$ cat src/rtl/stopwatch_run_ctrl_if.sv
// Button levels into, and run/adjust controls out of, the stopwatch run controller.
interface stopwatch_run_ctrl_if #(
  parameter int FIELD_W = 1
);
  logic               pause_button;
  logic               adjust_button;
  logic               select_button;
  logic [1:0]         state;
  logic               enable_count;
  logic               enable_pause;
  logic               enable_adjust;
  logic [FIELD_W-1:0] adj_field;
  logic               adj_inc;
  logic               clear_pulse;
  logic               blink;

  modport master (
    output pause_button, adjust_button, select_button,
    input  state, enable_count, enable_pause, enable_adjust,
    input  adj_field, adj_inc, clear_pulse, blink
  );

  modport slave (
    input  pause_button, adjust_button, select_button,
    output state, enable_count, enable_pause, enable_adjust,
    output adj_field, adj_inc, clear_pulse, blink
  );
endinterface

$ cat src/rtl/stopwatch_run_ctrl.sv
// Run/pause/adjust sequencer for the stopwatch: button edge detection, long-press clear,
// field select/increment and blink phase, all decided in the cycle the press is sampled.
//
// state  | meaning
// IDLE   | after reset, counter stopped, waiting for auto-start or pause press
// RUN    | counter enabled
// PAUSE  | counter held; long select hold clears it
// ADJUST | counter held; select picks a field, pause increments it, field blinks
module stopwatch_run_ctrl #(
  parameter int START_RUNNING = 1,
  parameter int NUM_FIELDS    = 2,
  parameter int FIELD_W       = $clog2(NUM_FIELDS),
  parameter int HOLD_CYCLES   = 50_000_000,
  parameter int BLINK_DIV     = 25_000_000
) (
  input logic                 clk,
  input logic                 reset,
  stopwatch_run_ctrl_if.slave bus
);

  typedef enum logic [1:0] {
    S_IDLE   = 2'b00,
    S_RUN    = 2'b01,
    S_PAUSE  = 2'b10,
    S_ADJUST = 2'b11
  } state_t;

  localparam int HW = $clog2(HOLD_CYCLES + 1);
  localparam int BW = (BLINK_DIV > 1) ? $clog2(BLINK_DIV) : 1;

  // Hold counter parks at HOLD_SAT after firing so a long hold clears only once.
  localparam logic [HW-1:0]      HOLD_LAST  = HW'(HOLD_CYCLES - 1);
  localparam logic [HW-1:0]      HOLD_SAT   = HW'(HOLD_CYCLES);
  localparam logic [BW-1:0]      BLINK_LAST = BW'(BLINK_DIV - 1);
  localparam logic [FIELD_W-1:0] FIELD_LAST = FIELD_W'(NUM_FIELDS - 1);

  state_t             state_q;
  logic [FIELD_W-1:0] adj_field_q;
  logic               adj_inc_q;
  logic               clear_pulse_q;
  logic               blink_q;
  logic [HW-1:0]      hold_q;
  logic [BW-1:0]      blink_cnt_q;
  logic               pause_hist_q;
  logic               adjust_hist_q;
  logic               select_hist_q;

  logic pause_press;
  logic adjust_press;
  logic select_press;

  assign pause_press  = bus.pause_button  & ~pause_hist_q;
  assign adjust_press = bus.adjust_button & ~adjust_hist_q;
  assign select_press = bus.select_button & ~select_hist_q;

  always_ff @(posedge clk) begin
    if (reset) begin
      state_q       <= S_IDLE;
      adj_field_q   <= '0;
      adj_inc_q     <= 1'b0;
      clear_pulse_q <= 1'b0;
      blink_q       <= 1'b0;
      hold_q        <= '0;
      blink_cnt_q   <= '0;
      pause_hist_q  <= 1'b1;
      adjust_hist_q <= 1'b1;
      select_hist_q <= 1'b1;
    end else begin
      pause_hist_q  <= bus.pause_button;
      adjust_hist_q <= bus.adjust_button;
      select_hist_q <= bus.select_button;
      adj_inc_q     <= 1'b0;
      clear_pulse_q <= 1'b0;

      case (state_q)
        S_IDLE: begin
          if ((START_RUNNING != 0) || pause_press) begin
            state_q <= S_RUN;
          end
        end

        S_RUN: begin
          if (pause_press) begin
            state_q <= S_PAUSE;
          end
        end

        S_PAUSE: begin
          if (pause_press) begin
            state_q <= S_RUN;
            hold_q  <= '0;
          end else if (adjust_press) begin
            state_q     <= S_ADJUST;
            adj_field_q <= '0;
            blink_q     <= 1'b0;
            blink_cnt_q <= '0;
            hold_q      <= '0;
          end else if (bus.select_button) begin
            if (hold_q == HOLD_LAST) begin
              clear_pulse_q <= 1'b1;
              hold_q        <= HOLD_SAT;
            end else if (hold_q != HOLD_SAT) begin
              hold_q <= hold_q + 1'b1;
            end
          end else begin
            hold_q <= '0;
          end
        end

        S_ADJUST: begin
          if (adjust_press) begin
            state_q     <= S_PAUSE;
            blink_q     <= 1'b0;
            blink_cnt_q <= '0;
          end else begin
            if (select_press) begin
              adj_field_q <= (adj_field_q == FIELD_LAST) ? '0 : adj_field_q + 1'b1;
            end
            if (pause_press) begin
              adj_inc_q <= 1'b1;
            end
            if (blink_cnt_q == BLINK_LAST) begin
              blink_cnt_q <= '0;
              blink_q     <= ~blink_q;
            end else begin
              blink_cnt_q <= blink_cnt_q + 1'b1;
            end
          end
        end

        default: state_q <= S_IDLE;
      endcase
    end
  end

  assign bus.state         = state_q;
  assign bus.enable_count  = (state_q == S_RUN);
  assign bus.enable_pause  = (state_q == S_PAUSE) || (state_q == S_ADJUST);
  assign bus.enable_adjust = (state_q == S_ADJUST);
  assign bus.adj_field     = adj_field_q;
  assign bus.adj_inc       = adj_inc_q;
  assign bus.clear_pulse   = clear_pulse_q;
  assign bus.blink         = blink_q;

endmodule
$ cat src/flat_wrapper.sv
// flat-port wrapper written by rule: the top's interface ports become plain ports
module stopwatch_run_ctrl_flat 
#(
  parameter int START_RUNNING = 1,
  parameter int NUM_FIELDS    = 2,
  parameter int FIELD_W       = $clog2(NUM_FIELDS),
  parameter int HOLD_CYCLES   = 50_000_000,
  parameter int BLINK_DIV     = 25_000_000
)
  (clk, reset, bus_pause_button, bus_adjust_button, bus_select_button, bus_state, bus_enable_count, bus_enable_pause, bus_enable_adjust, bus_adj_field, bus_adj_inc, bus_clear_pulse, bus_blink);
  stopwatch_run_ctrl_if #(.FIELD_W(FIELD_W)) bus_i ();
  input logic clk;
  input logic reset;
  input wire logic [$bits(bus_i.pause_button)-1:0] bus_pause_button;
  input wire logic [$bits(bus_i.adjust_button)-1:0] bus_adjust_button;
  input wire logic [$bits(bus_i.select_button)-1:0] bus_select_button;
  output wire logic [$bits(bus_i.state)-1:0] bus_state;
  output wire logic [$bits(bus_i.enable_count)-1:0] bus_enable_count;
  output wire logic [$bits(bus_i.enable_pause)-1:0] bus_enable_pause;
  output wire logic [$bits(bus_i.enable_adjust)-1:0] bus_enable_adjust;
  output wire logic [$bits(bus_i.adj_field)-1:0] bus_adj_field;
  output wire logic [$bits(bus_i.adj_inc)-1:0] bus_adj_inc;
  output wire logic [$bits(bus_i.clear_pulse)-1:0] bus_clear_pulse;
  output wire logic [$bits(bus_i.blink)-1:0] bus_blink;
  assign bus_i.pause_button = bus_pause_button;
  assign bus_i.adjust_button = bus_adjust_button;
  assign bus_i.select_button = bus_select_button;
  assign bus_state = bus_i.state;
  assign bus_enable_count = bus_i.enable_count;
  assign bus_enable_pause = bus_i.enable_pause;
  assign bus_enable_adjust = bus_i.enable_adjust;
  assign bus_adj_field = bus_i.adj_field;
  assign bus_adj_inc = bus_i.adj_inc;
  assign bus_clear_pulse = bus_i.clear_pulse;
  assign bus_blink = bus_i.blink;
  stopwatch_run_ctrl #(.START_RUNNING(START_RUNNING), .NUM_FIELDS(NUM_FIELDS), .FIELD_W(FIELD_W), .HOLD_CYCLES(HOLD_CYCLES), .BLINK_DIV(BLINK_DIV)) u_core (.clk(clk), .reset(reset), .bus(bus_i));
endmodule
$ cat config.mk
export PLATFORM = sky130hd
export DESIGN_NAME = stopwatch_run_ctrl_flat
export DESIGN_NICKNAME = d
export VERILOG_FILES = /design/src/rtl/stopwatch_run_ctrl_if.sv /design/src/rtl/stopwatch_run_ctrl.sv /design/src/flat_wrapper.sv
export SDC_FILE = /design/constraint.sdc
export NUM_CORES = 1
export LEC_CHECK = 0
export ABC_CLOCK_PERIOD_IN_PS = 6410
export CAP_MARGIN = 25
export CORE_UTILIZATION = 49
export CTS_CLUSTER_DIAMETER = 50
export CTS_CLUSTER_SIZE = 14
export DETAILED_ROUTE_END_ITERATION = 10
export MAX_ROUTING_LAYER = met4
export PLACE_DENSITY = 0.67
export SYNTH_ARGS = -nofsm -noshare
export SYNTH_HDL_FRONTEND = slang
export SYNTH_SLANG_ARGS = --single-unit
$ cat constraint.sdc
create_clock -name clk -period 6.41 [get_ports clk]
set_clock_uncertainty 0.1 [all_clocks]
set_input_delay 0.9615 -clock clk [delete_from_list [all_inputs] [get_ports clk]]
set_output_delay 0.9615 -clock clk [all_outputs]
set_load 0.02 [all_outputs]
Word level (Yosys, flattened, before mapping)
Index checks and enable logic that the tools add are counted.
{ "totals": {"ff_bits": 60, "latchBits": 0, "ram_bits": 0, "rom_bits": 0, "inputBits": 5, "out_inout_bits": 9, "wordCells": 74, "mem_count": 0} }
{ "classes": {"add_sub_neg": 3, "multipliers": 0, "div_mod_pow": 0, "magnitude_cmp": 0, "eq_ne": 15, "shift": 0, "mux": 26, "bitwise_logic": 10, "n_reduce_logical": 10} }
{ "ops": {"columns": ["cell", "count"], "rows": [
  ["2-to-1 mux 26 bit", 5],
  ["2-to-1 mux 25 bit", 4],
  ["one-hot mux 25 bit (2 select lines)", 1],
  ["adder 26 x 1 -> 26 bit (second input constant)", 1],
  ["equality test 26 bit (second input constant)", 1],
  ["inequality test 26 bit (second input constant)", 1],
  ["adder 25 x 1 -> 25 bit (second input constant)", 1],
  ["equality test 25 bit (second input constant)", 1],
  ["2-to-1 mux 1 bit", 9],
  ["2-to-1 mux 2 bit", 4],
  ["inequality test 2 x 1 -> 1 bit (second input constant)", 4],
  ["one-hot mux 2 bit (4 select lines)", 1],
  ["NOT 1 bit", 7],
  ["inequality test 3 x 1 -> 1 bit (second input constant)", 2],
  ["AND reduction 3 bit", 2],
  ["inequality test 5 x 1 -> 1 bit (second input constant)", 1],
  ["AND reduction 5 bit", 1],
  ["OR reduction 5 bit", 1],
  ["equality test 2 bit (second input constant)", 2],
  ["inequality test 2 bit (second input constant)", 2],
  ["one-hot mux 1 bit (2 select lines)", 2],
  ["AND reduction 4 bit", 1],
  ["bitwise AND 1 bit", 3],
  ["OR reduction 3 bit", 1],
  ["6 further kinds", 6]
]} }

Depth between registers and ports, before layout
Gate-level depths: netlist (run 1).
{ "logic_depth": {"depth_word": 6, "mapped_depth": 9, "depth_no_buf": 8} }

Least setup slack after synthesis (run 1)
OpenSTA, ideal clock, no wires.
{ "synth_timing": {"path_type": "input port to flip-flop", "start": "in bus_pause_button", "end": "reg u_core.hold_q[10]", "setup_ns": 0.074, "arrival_time_ns": 2.375, "required_time_ns": 6.236, "setup_slack_ns": 3.861, "stages": 8, "n_path_buf": 2, "path_cell_list": "nand2b_1 > buf_2 > and3_1 > buf_2 > nand2_1 > a211o_1 > or3_1 > o21ai_0"} }
{ "synth_via": {"elab_chain_cells": 3, "word_cells_on_any_way": 4, "cone_classes": "eq/ne (1); mux (1); bitwise (1); reduce/logical (1)"} }
{ "synth_rtl": {"columns": ["item", "line_no", "text"], "rows": [
  ["start: declaration", "flat_wrapper.sv:14", "input wire logic [$bits(bus_i.pause_button)-1:0] bus_pause_button;"],
  ["bitwise AND 1 bit (*)", "stopwatch_run_ctrl.sv:52", "assign pause_press = bus.pause_button & ~pause_hist_q;"],
  ["inequality test 5 x 1 -> 1 bit (no line)", null, null],
  ["AND reduction 2 bit (no line)", null, null],
  ["end signal: assignment", "stopwatch_run_ctrl.sv:103", "hold_q <= hold_q + 1'b1;"],
  ["end: declaration", "stopwatch_run_ctrl.sv:42", "logic [HW-1:0] hold_q;"]
]} }
Every way passes the cells marked *; elsewhere a longest branch is shown, timed or not.
A chain may end at the register's enable or synchronous reset.

Worst setup path after layout (run 1)
{ "layout_timing": {"start": "in bus_adjust_button", "end": "reg u_core.blink_cnt_q[16]"} }
{ "layout_via": {"elab_chain_cells": 3, "word_cells_on_any_way": 5, "cone_classes": "eq/ne (1); mux (2); bitwise (1); reduce/logical (1)"} }
{ "layout_rtl": {"columns": ["item", "line_no", "text"], "rows": [
  ["start: declaration", "flat_wrapper.sv:15", "input wire logic [$bits(bus_i.adjust_button)-1:0] bus_adjust_button;"],
  ["bitwise AND 1 bit (*)", "stopwatch_run_ctrl.sv:53", "assign adjust_press = bus.adjust_button & ~adjust_hist_q;"],
  ["2-to-1 mux 25 bit / inequality test 2 x 1 -> 1 bit (equally long branches)", null, null],
  ["one-hot mux 25 bit (2 select lines) / AND reduction 3 bit (equally long branches)", null, null],
  ["end signal: assignment", "stopwatch_run_ctrl.sv:126", "blink_cnt_q <= blink_cnt_q + 1'b1;"],
  ["end: declaration", "stopwatch_run_ctrl.sv:43", "logic [BW-1:0] blink_cnt_q;"]
]} }
Marked as above.

==> results of run 1 <==
[routing by layer]
| metal | wire length, um | vias to the layer above |
|---|---|---|
| li1 | - | 1554 |
| met1 | 4040 | 1474 |
| met2 | 3410 | 77 |
| met3 | 306 | 13 |
| met4 | 131 | 0 |
| met5 | 0 | - |
[flip-flops by register name, indices dropped and copies added (netlist names)]
signal / count
u_core.adjust_hist_q: 1
u_core.blink_cnt_q: 25
u_core.bus.adj_field: 1
u_core.bus.adj_inc: 1
u_core.bus.blink: 1
u_core.bus.clear_pulse: 1
u_core.bus.state: 2
u_core.hold_q: 26
u_core.pause_hist_q: 1
u_core.select_hist_q: 1
[power by group through the flow]
stage	Combinational, uW	Sequential (uW)	Clock (uW)
final	36.1	377	400
after global routing	39.1	377	428
after global placement	35.1	385	0
after CTS	35.8	377	409
after floorplan	24.5	385	0
after detailed placement	35.7	385	0
[through the flow]
step	setup WS [ps]	cell area, um2
2_1_floorplan	3860	3270
3_3_place_gp	3010	3410
3_5_place_dp	2990	3410
4_1_cts	3340	3650
5_1_grt	3100	3650
6_report	3310	3650
[logic make-up (layout without fill, tap and decap cells)]
| family | count (synthesis) | after routing |
|---|---|---|
| and+or+nand+nor | 202 | 202 |
| AOI/OAI and AO/OA | 108 | 108 |
| DFF | 60 | 60 |
| buffers and inverters | 32 | 41 |
| xor gates and xnor gates | 11 | 11 |
| adders and majority gates | 3 | 3 |
| muxes | 1 | 1 |
[cells in the mapped netlist (all sizes together) (9+ instances only)]
cell    number  area share
dfxtp       60        0.37
and3        10       0.019
nor2        41       0.047
o21ai       26       0.040
clkbuf      12       0.014
or3         15       0.029
buf         11       0.019
nand3       20       0.031
a21oi       47       0.072
inv          9       0.010
and2         9       0.018
nand2b       9       0.017
nand4       18       0.039
nand2       29       0.033
nor3        19       0.029
[critical path, cell delays in order]
cell and delay (ps):
clkdlybuf4s50_1 490, nor2b_1 230, a21o_1 230, and2_1 520, nand3_1 310, or3_1 380
a21oi_1 140
[worst max-delay path by stage]
stage,to,slack [ps],depth (start not counted)
2_1_floorplan,u_core.hold_q[10],3860,8
3_3_place_gp,u_core.hold_q[11],3010,7
3_5_place_dp,u_core.hold_q[10],2990,7
4_1_cts,u_core.blink_cnt_q[14],3340,7
5_1_grt,u_core.blink_cnt_q[16],3100,7
6_report,u_core.blink_cnt_q[16],3310,7
[area by class of cell]
class,instances,area [um2]
flip-flops and latches,60,1200
multi-input cells,325,1930
clock buffers,13,169
clock inverters,3,67.6
well taps,77,96.3
repair buffers,16,153
fillers,612,2740
inverters,9,33.8
==> results.md, run 1 <==
- Area share of fa/ha/maj cells after synthesis: 0.0115
- Unrepaired setup endpoints after global routing: no
- Core ar.: 6390 um2
- Post-synth cell types: between 50 and 60
- Iteration count of the initial detailed-routing pass: 5
- Kind of critical path: primary input to flop
- Synthesized instance count: 417
- Met2 Use GR: 0.329
- Max VDD drop: 0.122 mV
- Critical Path Source: bus_adjust_button
- DRT antenna net count: 0
- WP data arrival: 3280 ps
- Clk_lat worst skew: approximately 350 ps
- Worst Hold Path EP: u_core.blink_cnt_q[1]
- Type of destination of the critical path: flop
- Vias per inst: 6.20
- Starting Density: 0.512
- Fin. Hold Viols: 0
- CTS hold repair buffers: 0
- Slew at the pin closest to its max-slew limit: 731 ps
- First-pass GRT wire length: around 13 mm
- Clock Sinks: 60
- Top_reg_cell synth: dfxtp_1
- GR peak layer: met1
- Die W: 83.7 um
- Hold_sp: u_core.blink_cnt_q[1]
- Root Buffer: clkbuf_8
- Total gr overflow: 0
- XOR/XNOR share of the synthesized area: 0.0295
- Most frequent cells in the layout: dfxtp_1, a21oi_1, nor2_1, nand2_1, o21ai_0
- Outcome: complete, no violations
- Most common cell after layout, fill and taps aside: dfxtp_1
- Initial antenna violation count: 0
- ANT cells: 0
- Setup bufs post-CTS: 0
- Worst Reg2Reg Path Length in Cells: 7
- CTS clk-pin slew, worst paths: 70 ps
- DR DRC count: 0
- Min Tclk post-route: around 3100 ps
- Reg2reg setup slack: 3870 ps
- Worst hold path class: flop to flop
- Initial DRC count: ~230
- I/O Pins: 14
- Post-Layout Cell Count: roughly 500
- Setup_tns: 0 ps
- Final core utilization: 0.571
- Drt total wl: ~7.9 mm
- Design Power: slightly above 800 uW
- Number of clock buffers inserted by TritonCTS: 9
- Leakage: 0.00114 uW
- Simple-gate share of the synthesized area: 0.345
- Number of flops mapped to enable cells by yosys: 0
- PwrDens: 223 nW/um2
- Sequential share of power: 0.463
- Slew HR: 0.508
- P_sw: 175 uW
- Gpl congestion: 0.856
- Synthesized area per cell: 7.84 um2
- Clk pwr share: 0.492
- Max-slew violations: 0
- WHS Path Cells: 2
- Seq/Total Area, Yosys: 0.367
- Worst-path maximum fanout: 16
- CTS tree: done
- # port buffers: 13
- Grt met1 use: 0.354
- Routed len/inst: 15.7 um
- Layout cell share with drive strength beyond 1: 0.0775
- Largest net degree at the start of global routing: 48
- Die Ht: 83.7 um
- Yosys reg bits: 60
- Synth Net Count: between 400 and 500
- Max-Cap Viols: 0
- CTS H-tree lvls: 3
- Die area: 7000 um2
- Area Growth Syn to Fin: 11.6%
- Switch share: 0.215
- Fmax achieved: 0.322 GHz
- Critical R2R Launch: u_core.blink_cnt_q[0]
- Startpoint Class: primary input
- Dpl cells: 487
- Post-cts sizing count: 0
- Multiplexer share of the synthesized area: 0.00306
- Via count: 3,118
- Cell area after synthesis: 3270 um2
- R2R Path End: u_core.blink_cnt_q[3]
- Req. time, crit path: 6580 ps
- Internal power: approximately 640 uW
- Grt met3 use: 0.0514
- Worst hold margin: 376 ps
- Endpoints failing setup: 0
- Tcrit/Tclk final: 0.484
- Post-DP HPWL: around 5.4 mm
- Rows: 29
- Largest family of logic cells by synthesized area: simple AND/OR/NAND/NOR gates
- Synth Area in Compound Gates: 0.201
- Vias in the first global route: 2,681
- GR Util All Layers: 0.244
- FFs w/ async S/R, synth: 0
- Nets: 429
- Logic pwr share: 0.044
- Yosys warnings: 0
- Clock Path Buffers: 2
Note: power is estimated with default switching activity, not from simulation.
==> run 2: changes to the inputs <==
--- a/config.mk
+++ b/config.mk
@@ -5,7 +5,7 @@
 export SDC_FILE = /design/constraint.sdc
 export NUM_CORES = 1
 export LEC_CHECK = 0
-export ABC_CLOCK_PERIOD_IN_PS = 6410
+export ABC_CLOCK_PERIOD_IN_PS = 2900
 export CAP_MARGIN = 25
 export CORE_UTILIZATION = 49
 export CTS_CLUSTER_DIAMETER = 50
==> constraint.sdc (replaced) <==
create_clock -name clk -period 2.9 [get_ports clk]
set_clock_uncertainty 0.1 [all_clocks]
set_input_delay 0.435 -clock clk [delete_from_list [all_inputs] [get_ports clk]]
set_output_delay 0.435 -clock clk [all_outputs]
set_load 0.02 [all_outputs]
==> run 2 against run 1 <==
Compared with the run above:
- die area unchanged
- via count increased by 2.4%
- first-iteration DRC count increased by 27%
- cell count increased by 2.0%
- sequential share of layout area decreased by 0.41 points
- combinational power increased by 150%
- total power increased by 110%
- global-route usage increased by 0.78 points
- non-clock buffer count increased by 10
- register-to-register slack got worse by 3400 ps
- highest routed layer unchanged
==> results.md, run 2 (same netlist as run 1, synthesis figures left out) <==
- Vias per inst: 6.22
- Fin. Hold Viols: 0
- ANT cells: 0
- Core ar.: 6390 um2
- Worst Setup EP: u_core.hold_q[18]
- Die Ht: roughly 84 um
- Startpoint Class: flop
- Area Growth Syn to Fin: 13.0%
- Max-Cap Viols: 0
- Type of destination of the critical path: flop
- GR Util All Layers: 0.252
- Setup bufs post-CTS: 0
- P_sw: 432 uW
- Clk pwr share: 0.465
- Slew HR: 0.499
- Layout cell share with drive strength beyond 1: 0.101
- Most frequent cells in the layout: dfxtp_1, a21oi_1, nor2_1, nand2_1, o21ai_0
- Kind of critical path: flop to flop
- Reg2reg setup slack: 460 ps
- Clk_lat worst skew: 360 ps
- CTS tree: done
- Switch share: 0.251
- Setup_tns: 0 ps
- Endpoints failing setup: 0
- Worst hold margin: 382 ps
- Fmax achieved: just over 0.4 GHz
- Number of clock buffers inserted by TritonCTS: 9
- Slowest cell on crit path: nor3_1
- Reg with most FFs: u_core.hold_q
- R2R Path End: u_core.hold_q[18]
- Sequential share of power: 0.483
- Most common cell after layout, fill and taps aside: dfxtp_1
- Routed len/inst: 15.7 um
- Drt total wl: 8.08 mm
- Worst-path maximum fanout: 8
- Slowest stage delay, CP: 420 ps
- Largest register FFs: 26
- # port buffers: 13
- Nets: 439
- Via count: 3,192
- Leakage: between 0.001 and 0.0015 uW
- First-pass GRT wire length: 13.8 mm
- Root Buffer: clkbuf_8
- Logic pwr share: 0.052
- Dpl cells: 497
- Iteration count of the initial detailed-routing pass: 5
- Outcome: complete, no violations
- Slew at the pin closest to its max-slew limit: 745 ps
- Gpl congestion: around 0.90
- Internal power: 1290 uW
- PwrDens: around 470 nW/um2
- Rows: 29
- I/O Pins: 14
- Die area: about 7000 um2
- Post-Layout Cell Count: slightly above 500
- Initial antenna violation count: 0
- Vias in the first global route: 2,862
- Worst Reg2Reg Path Length in Cells: 7
- Critical Path Source: u_core.hold_q[0]
- Max VDD drop: 0.307 mV
- Largest net degree at the start of global routing: 47
- Unrepaired setup endpoints after global routing: no
- FILL cells: just over 600
- Die W: between 80 and 90 um
- Total gr overflow: 0
- CTS hold repair buffers: 0
- Req. time, crit path: 3020 ps
- DRT antenna net count: 0
- Min Tclk post-route: 2440 ps
- DR DRC count: 0
- Tcrit/Tclk final: 0.843
- Critical R2R Launch: u_core.hold_q[0]
- Starting Density: 0.512
- Clock Path Buffers: 2
- Worst path cell trace: ha_1, nand4_1, nor3_1, and3_1, nor2_1, a31oi_1, a21oi_1
- Final core utilization: 0.578
- CTS H-tree lvls: 3
- Clock Sinks: 60
- CTS clk-pin slew, worst paths: 80 ps
- Post-cts sizing count: 0
- Worst hold path class: flop to flop
- Max-slew violations: 0
- Post-DP HPWL: between 5 and 6 mm
- Initial DRC count: 294
- WP data arrival: approximately 2600 ps
## run 2: cell types whose count changed in the layout (fill, tap and decap cells not counted), sizes merged
cell      before  now
buf            3   13
bufinv         2    1
clkbuf        13   10
clkinv         0    3
clkinvlp       1    0
inv            9   11
## run 2: worst min path at each step
stage	from	end	cells after the start	slack, ps
4_1_cts	u_core.blink_cnt_q[1]	u_core.blink_cnt_q[1]	2	380
6_report	u_core.bus.blink	u_core.bus.blink	1	380
3_3_place_gp	u_core.blink_cnt_q[1]	u_core.blink_cnt_q[1]	2	360
2_1_floorplan	u_core.blink_cnt_q[1]	u_core.blink_cnt_q[1]	2	350
3_5_place_dp	u_core.bus.blink	u_core.bus.blink	1	370
5_1_grt	u_core.bus.adj_field	u_core.bus.adj_field	1	410
## run 2: layout make-up
class                           count  area (um2)  share of cell area
Clock inverter                      6        70.1              0.0190
Multi-Input combinational cell    325        1930               0.522
Tap cell                           77        96.3              0.0261
Sequential cell                    60        1200               0.325
Inverter                            9        33.8             0.00915
Clock buffer                       10         138              0.0373
Timing Repair Buffer               26         228              0.0617
## run 2: power groups by stage
stage | sequential, uW | clock [uW] | combinational [uW]
floorplan | 851 | 0 | 54.2
CTS | 831 | 817 | 89.7
detailed placement | 850 | 0 | 89.3
finish | 831 | 801 | 89.7
global route | 832 | 854 | 97.5
global placement | 850 | 0 | 89.0
## run 2: metal layers
layer | track usage | up-vias | routed length [um]
li1 | - | 1560 | -
met1 | 0.360 | 1496 | 3970
met2 | 0.340 | 118 | 3450
met3 | 0.0544 | 18 | 508
met4 | 0.105 | 0 | 146
met5 | - | - | 0
## run 2: worst max-delay path, delay by kind of cell, from the launching register on
family,cells,cell delay [ps]
AO/OA/AOI/OAI,2,330
AND/OR/NAND/NOR,4,1220
flip-flops,1,410
adder cells (fa/ha/maj),1,250
## run 2: per-stage QoR
stage	instance area (um2)	power (uW)	worst slack, ps
2_1_floorplan	3270	906	791
3_3_place_gp	3490	939	363
3_5_place_dp	3490	940	299
4_1_cts	3690	1740	516
5_1_grt	3690	1780	270
6_report	3690	1720	456
==> run 3: changes to the inputs <==
--- a/config.mk
+++ b/config.mk
@@ -5,7 +5,7 @@
 export SDC_FILE = /design/constraint.sdc
 export NUM_CORES = 1
 export LEC_CHECK = 0
-export ABC_CLOCK_PERIOD_IN_PS = 2900
+export ABC_CLOCK_PERIOD_IN_PS = 2500
 export CAP_MARGIN = 25
 export CORE_UTILIZATION = 49
 export CTS_CLUSTER_DIAMETER = 50
==> constraint.sdc (replaced) <==
create_clock -name clk -period 2.5 [get_ports clk]
set_clock_uncertainty 0.1 [all_clocks]
set_input_delay 0.375 -clock clk [delete_from_list [all_inputs] [get_ports clk]]
set_output_delay 0.375 -clock clk [all_outputs]
set_load 0.02 [all_outputs]
==> run 3 against run 2 <==
Compared with the run above:
- register-to-register slack worse by 250 ps
- critical path type unchanged
- cell area is 3.1% higher
- hold slack worse by 12 ps
- largest cell class unchanged
==> results.md, run 3 (same netlist as run 1, synthesis figures left out) <==
- Slew HR: 0.502
- FILL cells: a little under 600
- WP data arrival: 2410 ps
- CTS tree: done
- Routed len/inst: 15.3 um
- Most common cell after layout, fill and taps aside: dfxtp_1
- Max-slew violations: 0
- Unrepaired setup endpoints after global routing: no
- Drt total wl: 8.13 mm
- Outcome: complete, no violations
- Finished Cell Area: 3810 um2
- Logic pwr share: 0.060
- Sequential cell area: 1200 um2
- Nets: 456
- Reg with most FFs: u_core.hold_q
- GR Util All Layers: 0.250
- Endpoints failing setup: 0
- Via count: 3,228
- Clock Path Buffers: 2
- Clk_lat worst skew: ~340 ps
- Iteration count of the initial detailed-routing pass: 4
- Fin. Hold Viols: 0
- PwrDens: just under 500 nW/um2
- Max VDD drop: roughly 0.26 mV
- Vias per inst: between 6 and 7
- # port buffers: 13
- Multi-input gate area: a little under 2000 um2
- Post-DP HPWL: 5.76 mm
- CTS hold repair buffers: 0
- Worst path cell trace: ha_1, nand4_1, nor4_1, and3_1, nor3_1, o21ai_0, a21oi_1
- Clock Sinks: 60
- Starting Density: 0.512
- Family with the most delay on the worst path: simple AND/OR/NAND/NOR gates
- Initial antenna violation count: 0
- Most frequent cells in the layout: dfxtp_1, a21oi_1, nor2_1, nand2_1, buf_4
- Startpoint Class: flop
- CTS H-tree lvls: 3
- CTS clk-pin slew, worst paths: 70 ps
- DR DRC count: 0
- Worst hold margin: 371 ps
- Design Power: between 1500 and 2000 uW
- Buf/Inv on CP: 0
- Sequential share of power: 0.518
- Placed instance area: around 3600 um2
- Die area: between 7000 and 8000 um2
- Fmax achieved: 0.437 GHz
- ANT cells: 0
- Largest register FFs: 26
- Setup_tns: 0 ps
- Slew at the pin closest to its max-slew limit: 740 ps
- Clk pwr share: 0.422
- Min Tclk post-route: between 2000 and 2500 ps
- P_sw: 473 uW
- First-pass GRT wire length: 14.0 mm
- Switch share: 0.254
- Total gr overflow: 0
- Worst hold path class: flop to flop
- Max-Cap Viols: 0
- Vias in the first global route: 3,010
- Slowest cell on crit path: nor4_1
- Layout cell share with drive strength beyond 1: 0.137
- Number of clock buffers inserted by TritonCTS: 9
- Core ar.: 6390 um2
- Kind of critical path: flop to flop
- Req. time, crit path: 2620 ps
- Worst-path maximum fanout: 6
- Root Buffer: clkbuf_8
- Type of destination of the critical path: flop
- Slowest stage delay, CP: 590 ps
- Leakage: 0.00125 uW
- Die Ht: 83.7 um
- I/O Pins: 14
- Rows: 29
- Area Growth Syn to Fin: 16.5%
- Internal power: 1390 uW
- Gpl congestion: 0.887
- Initial DRC count: 249
- Tcrit/Tclk final: 0.916
- Largest net degree at the start of global routing: 47
- Die W: 83.7 um
- DRT antenna net count: 0
run 3: changes by cell type in the layout (fill, tap and decap cells not counted), sizes merged:
cell,delta
bufinv,-1
inv,-2
buf,+17
clkinv,-1
clkinvlp,+4
run 3: repair_timing:
action | CTS | global route
hold endpoints to repair | 0 | 0
buffers inserted | 0 | 0
setup endpoints to repair | 0 | 4
gates resized for setup | 0 | 1
run 3: metal layers:
metal	wire length [um]	share of wire	GRT usage
met2	3500	0.43	0.358
met5	0	0	-
met1	4120	0.51	0.350
met3	419	0.052	0.0425
met4	89	0.011	0.0986
run 3: worst register-to-register path, stage by stage (launching register included):
cell	delay, ps
dfxtp_1	410
ha_1	240
nand4_1	260
nor4_1	590
and3_1	290
nor3_1	50
o21ai_0	150
a21oi_1	80
run 3: path summary, 6_finish.rpt:
path	from	endpoint	slack, ps	cells after the start
worst max-delay path	u_core.hold_q[1]	u_core.hold_q[24]	210	7
worst max register to register	u_core.hold_q[1]	u_core.hold_q[24]	210	7
worst min-delay path	u_core.blink_cnt_q[1]	u_core.blink_cnt_q[1]	370	2
worst min register to register	u_core.blink_cnt_q[1]	u_core.blink_cnt_q[1]	370	2
run 3: power groups by stage:
| stage | sequential, uW | clock [uW] | combinational, uW |
|---|---|---|---|
| floorplan | 988 | 0 | 62.9 |
| global placement | 986 | 0 | 109 |
| detailed placement | 986 | 0 | 111 |
| CTS | 964 | 807 | 111 |
| global route | 964 | 852 | 122 |
| finish | 964 | 785 | 112 |
run 3: cell type report:
type                            instances  share of cell area
Clock buffer                           10              0.0361
Clock inverter                          6              0.0105
Inverter                                9             0.00887
Multi-Input combinational cell        325               0.507
Sequential cell                        60               0.315
Tap cell                               77              0.0253
Timing Repair Buffer                   43              0.0966
run 3: metrics by stage:
| stage | setup WS [ps] | utilization | std cells |
|---|---|---|---|
| after floorplan | 391 | - | 417 |
| after global placement | 74.5 | 0.568 | 514 |
| after detailed placement | 14.7 | 0.568 | 514 |
| after CTS | 151 | 0.596 | 530 |
| after global routing | 42.8 | 0.596 | 530 |
| final | 209 | 0.596 | 530 |
==> patch 1 (flow settings as in run 2) <==
`HOLD_CYCLES` is set to 50_000_000 in 2 places; all go to 200_000_000.
--- a/src/rtl/stopwatch_run_ctrl.sv
+++ b/src/rtl/stopwatch_run_ctrl.sv
@@ -10,7 +10,7 @@
   parameter int START_RUNNING = 1,
   parameter int NUM_FIELDS    = 2,
   parameter int FIELD_W       = $clog2(NUM_FIELDS),
-  parameter int HOLD_CYCLES   = 50_000_000,
+  parameter int HOLD_CYCLES   = 200_000_000,
   parameter int BLINK_DIV     = 25_000_000
 ) (
   input logic                 clk,
--- a/src/flat_wrapper.sv
+++ b/src/flat_wrapper.sv
@@ -4,7 +4,7 @@
   parameter int START_RUNNING = 1,
   parameter int NUM_FIELDS    = 2,
   parameter int FIELD_W       = $clog2(NUM_FIELDS),
-  parameter int HOLD_CYCLES   = 50_000_000,
+  parameter int HOLD_CYCLES   = 200_000_000,
   parameter int BLINK_DIV     = 25_000_000
 )
   (clk, reset, bus_pause_button, bus_adjust_button, bus_select_button, bus_state, bus_enable_count, bus_enable_pause, bus_enable_adjust, bus_adj_field, bus_adj_inc, bus_clear_pulse, bus_blink);
Formal check against the unedited RTL: same outputs for any inputs over 4 cycles, from zero or initial values and one cycle with reset high; that may be too few to reach the edited logic, so the function may still have changed.
==> patch 1 against run 2 <==
Worst setup slack got worse by 140 ps. Routed wire length rose by 9.9%. Total power rose by 5.9%. Sequential cell count rose by 2. Synthesized cell count rose by 3.4%. Non-clock buffer count rose by 2. Design area rose by 8.3%. Synthesized area rose by 9.8%. Sequential power rose by 3.5%. Largest cell class unchanged.
==> patch 1: results (changes against run 2) <==
| Metric | Value |
|---|---|
| Post-CTS Resized | `0 (unchanged)` |
| Synth cell count leaders | `dfxtp_1, nand2_1, nor3_1` |
| Sequential area share after synthesis | `34.6% (-2.2 points)` |
| Max FFs per register | `28 (+7.7%)` |
| Ys Warns | `0 (unchanged)` |
| Status | `complete, no violations` |
| NumNets Final | `449 (+2.3%)` |
| GRT Util Overall | `26.2% (+1.0 points)` |
| Router iterations before antenna repair | `4 (-1)` |
| Dpl hpwl | `6010 um (+9.3%)` |
| FILL cells | `665 (+9.2%)` |
| Placed cell area | `3770 sq um (+8.1%)` |
| Peak VDD IR | `0.453 mV (+48%)` |
| Syn nets | `439 (+3.3%)` |
| Cells after Synth | `431 (+3.4%)` |
| Placer Congestion | `0.936 (+4.6%)` |
| CTS Buf Count | `9 (unchanged)` |
| Place WS | `142 ps (-157 ps)` |
| Hold endpoint | `u_core.bus.adj_field$_SDFFE_PP0P_` |
| R2R setup slack | `320 ps (-140 ps)` |
| Largest net degree at the start of global routing | `54 (+15%)` |
| First-pass GRT wire length | `15100 um (+9.1%)` |
| Final non-filler cell total | `542 (+5.7%)` |
| Synth cell types | `61 (+5.2%)` |
| Placed Cells | `526 (+5.8%)` |
| Top cells by area, synth | `dfxtp_1, a211oi_1, nor3_1` |
| Number of global-route vias before repair | `3144 (+9.9%)` |
| Starting DRT DRC Count | `219 (-26%)` |
| Max Fanout on Critical Path | `7 (-1)` |
| LEAKAGE | `1.25 nW (+5.7%)` |
| Hold Slack | `378 ps (-4.64 ps)` |
| Share of cells above drive strength 1 | `11.4% (+1.3 points)` |
| Reg2Reg Depth | `6 (-1)` |
| Hold wc startpoint | `u_core.bus.adj_field$_SDFFE_PP0P_` |
| WL/cell | `16.4 um (+4.0%)` |
| Crit path DAT | `2730 ps (+160 ps)` |
| Relative max-transition margin | `59.8% (+9.9 points)` |
## patch 1: cell count changes after synthesis, moves of 5 or more
| cell | delta |
|---|---|
| o211ai_1 | +5 |
| or4_1 | +11 |
| a31oi_1 | +7 |
| nor4_1 | +5 |
| nor3_1 | +14 |
| a211oi_1 | +16 |
| o21ai_0 | -8 |
| nor2_1 | -32 |
| o31ai_1 | +7 |
| a21oi_1 | -37 |
## patch 1: cells by family after synthesis
group	share of synthesized area, %
xor+xnor	3.66
mux	0.558
flops	34.6
fa+ha+maj	1.05
buf+inv	6.14
compound gates	19.1
simple gates	34.9
## patch 1: critical path, cell delays in order, from the launching register on
cell,delay [ps]
dfxtp_1,440
ha_1,260
nand3_1,140
or4_1,640
nor2_1,400
o211ai_1,180
a221oi_1,320
## patch 1: report_power, final
part	internal, mW	switching, mW
clock network	0.513	0.367
logic	0.0292	0.0550
registers	0.855	0.00496
## patch 1: worst max-delay path by stage
stage | from | to | slack (ps) | cells past startpoint
floorplan | u_core.hold_q[1]$_SDFFE_PP0P_ | u_core.hold_q[18]$_SDFFE_PP0P_ | 600 | 7
global placement | bus_adjust_button | u_core.blink_cnt_q[21]$_SDFFE_PP0P_ | 180 | 6
detailed placement | bus_adjust_button | u_core.blink_cnt_q[21]$_SDFFE_PP0P_ | 140 | 6
CTS | u_core.hold_q[0]$_SDFFE_PP0P_ | u_core.hold_q[22]$_SDFFE_PP0P_ | 340 | 6
global route | u_core.hold_q[0]$_SDFFE_PP0P_ | u_core.hold_q[22]$_SDFFE_PP0P_ | 140 | 6
finish | u_core.hold_q[0]$_SDFFE_PP0P_ | u_core.hold_q[9]$_SDFFE_PP0P_ | 320 | 6
## patch 1: cell type report
class                   instances  area [sq um]  share of cell area [%]
flip-flops and latches         62          1240                    31.0
multi-input cells             329          2130                    53.2
inverters                      11          41.3                    1.03
well taps                      96           120                    3.00
repair buffers                 28           238                    5.94
clock inverters                 6          93.8                    2.35
clock buffers                  10           138                    3.44
## patch 1: layer usage
| layer | global-route usage [%] | vias up | routed length, um |
|---|---|---|---|
| li1 | - | 1687 | - |
| met1 | 31.2 | 1607 | 3880 |
| met2 | 42.0 | 127 | 4280 |
| met3 | 8.58 | 18 | 565 |
| met4 | 8.20 | 0 | 150 |
| met5 | - | - | 0 |
==> patch 2 (flow settings as in run 2) <==
Without the edit above. Compare `blink_cnt_q` against `BLINK_LAST` with >= in place of ==.
--- a/src/rtl/stopwatch_run_ctrl.sv
+++ b/src/rtl/stopwatch_run_ctrl.sv
@@ -119,7 +119,7 @@
             if (pause_press) begin
               adj_inc_q <= 1'b1;
             end
-            if (blink_cnt_q == BLINK_LAST) begin
+            if (blink_cnt_q >= BLINK_LAST) begin
               blink_cnt_q <= '0;
               blink_q     <= ~blink_q;
             end else begin
Formal check against the unedited RTL: same outputs for any inputs over 10 cycles, from zero or initial values and one cycle with reset high; that may be too few to reach the edited logic, so the function may still have changed.
==> patch 2 against run 2 <==
Clock power shrank 6.4%. Total power shrank 3.3%. Combinational power shrank 7.7%. Final cell count shrank 4.5%. Worst hold slack gained 7.6 ps. Routed wire length shrank 6.9%. Sequential share of layout area grew 1.1 points. Synthesized area shrank 2.1%. Critical path depth shrank 1. Core utilization shrank 1.2 points. Sequential cell count is the same. Highest routed layer unchanged. Design area shrank 3.3%. Worst setup slack lost 130 ps. Largest power group unchanged.
==> patch 2: results (changes against run 2) <==
| Metric | Value |
|---|---|
| Share of cells above drive strength 1 | `10.7% (+0.56 points)` |
| Cells after Synth | `392 (-6.0%)` |
| Met1 wire length | `3480 um (-12%)` |
| Buffering overhead | `5.74% (-0.42 points)` |
| Hold wc startpoint | `u_core.blink_cnt_q[24]$_SDFFE_PP0P_` |
| Slew @ Worst Pin | `833 ps (+88.3 ps)` |
| Slowest CP cell | `or2_1` |
| Placed Cells | `475 (-4.4%)` |
| Max Fanout on Critical Path | `25 (+17)` |
| FILL cells | `586 (-3.8%)` |
| Metal3 WL | `358 um (-30%)` |
| Placer Congestion | `0.871 (-2.8%)` |
| Global Route met1 Usage | `28.2% (-7.8 points)` |
| Via Count | `2921 (-8.5%)` |
| Placed cell area | `3380 sq um (-2.9%)` |
| Reg2Reg Depth | `6 (-1)` |
| Largest net degree at the start of global routing | `36 (-23%)` |
| Peak VDD IR | `0.293 mV (-4.4%)` |
| Clock buf/inv share | `5.32% (-0.30 points)` |
| Met2 Wirelength | `3540 um (+2.7%)` |
| Number of global-route vias before repair | `2795 (-2.3%)` |
| Signal buffers | `23 (-12%)` |
| Vias/cell | `5.96 (-4.2%)` |
| WL/cell | `15.3 um (-2.6%)` |
| Sequential area share after synthesis | `37.5% (+0.80 points)` |
| Syn nets | `400 (-5.9%)` |
| Synth cell count leaders | `dfxtp_1, nor2_1, nand2_1` |
| Top cells by area, synth | `dfxtp_1, nor2_1, nand2_1` |
| Min-Delay Path Depth | `2 (+1)` |
| Final Util | `56.6% (-1.2 points)` |
| Fmax | `0.389 GHz (-4.9%)` |
| Status | `complete, no violations` |
| Routing usage on met2 | `37.7% (+3.7 points)` |
| First-pass GRT wire length | `12800 um (-7.9%)` |
## patch 2: changes by cell type in the layout (fill, tap and decap cells not counted), moves of 4 or more
cell	before	now
a211oi_1	6	2
nor3_1	19	15
nand2_1	29	39
a31oi_1	5	10
a21oi_1	47	29
o21ai_0	25	10
or3_1	15	11
xor2_1	7	13
xnor2_1	4	9
## patch 2: kinds of logic (layout without fill, tap and decap cells)
family | count (synthesis) | count (layout) | share of synthesized area, %
and+or+nand+nor | 208 | 208 | 36.3
AOI/OAI and AO/OA | 72 | 72 | 13.7
DFF | 60 | 60 | 37.5
buffers and inverters | 25 | 46 | 4.61
xor gates and xnor gates | 22 | 22 | 6.02
adders and majority gates | 3 | 3 | 1.17
muxes | 2 | 2 | 0.626
## patch 2: path summary, 6_finish.rpt
check,slack [ps],endpoint
hold reg to reg,390,u_core.blink_cnt_q[24]$_SDFFE_PP0P_
setup reg to reg,330,u_core.blink_cnt_q[3]$_SDFFE_PP0P_
setup / recovery,330,u_core.blink_cnt_q[3]$_SDFFE_PP0P_
hold / removal,390,u_core.blink_cnt_q[24]$_SDFFE_PP0P_
## patch 2: power breakdown
group / leakage, nW / internal [mW] / total (mW) / switching, mW
Combinational: 0.611 / 0.0295 / 0.0828 / 0.0533
Sequential: 0.484 / 0.828 / 0.833 / 0.00470
Clock: 0.0979 / 0.410 / 0.750 / 0.340
## patch 2: through the flow
| step | setup WS [ps] | total power, mW | hold slack, ps |
|---|---|---|---|
| after floorplan | 681 | 0.909 | 351 |
| after CTS | 337 | 1.67 | 396 |
| after detailed placement | 212 | 0.933 | 377 |
| after global placement | 264 | 0.933 | 367 |
| after global routing | 80.4 | 1.72 | 415 |
| final | 330 | 1.67 | 390 |
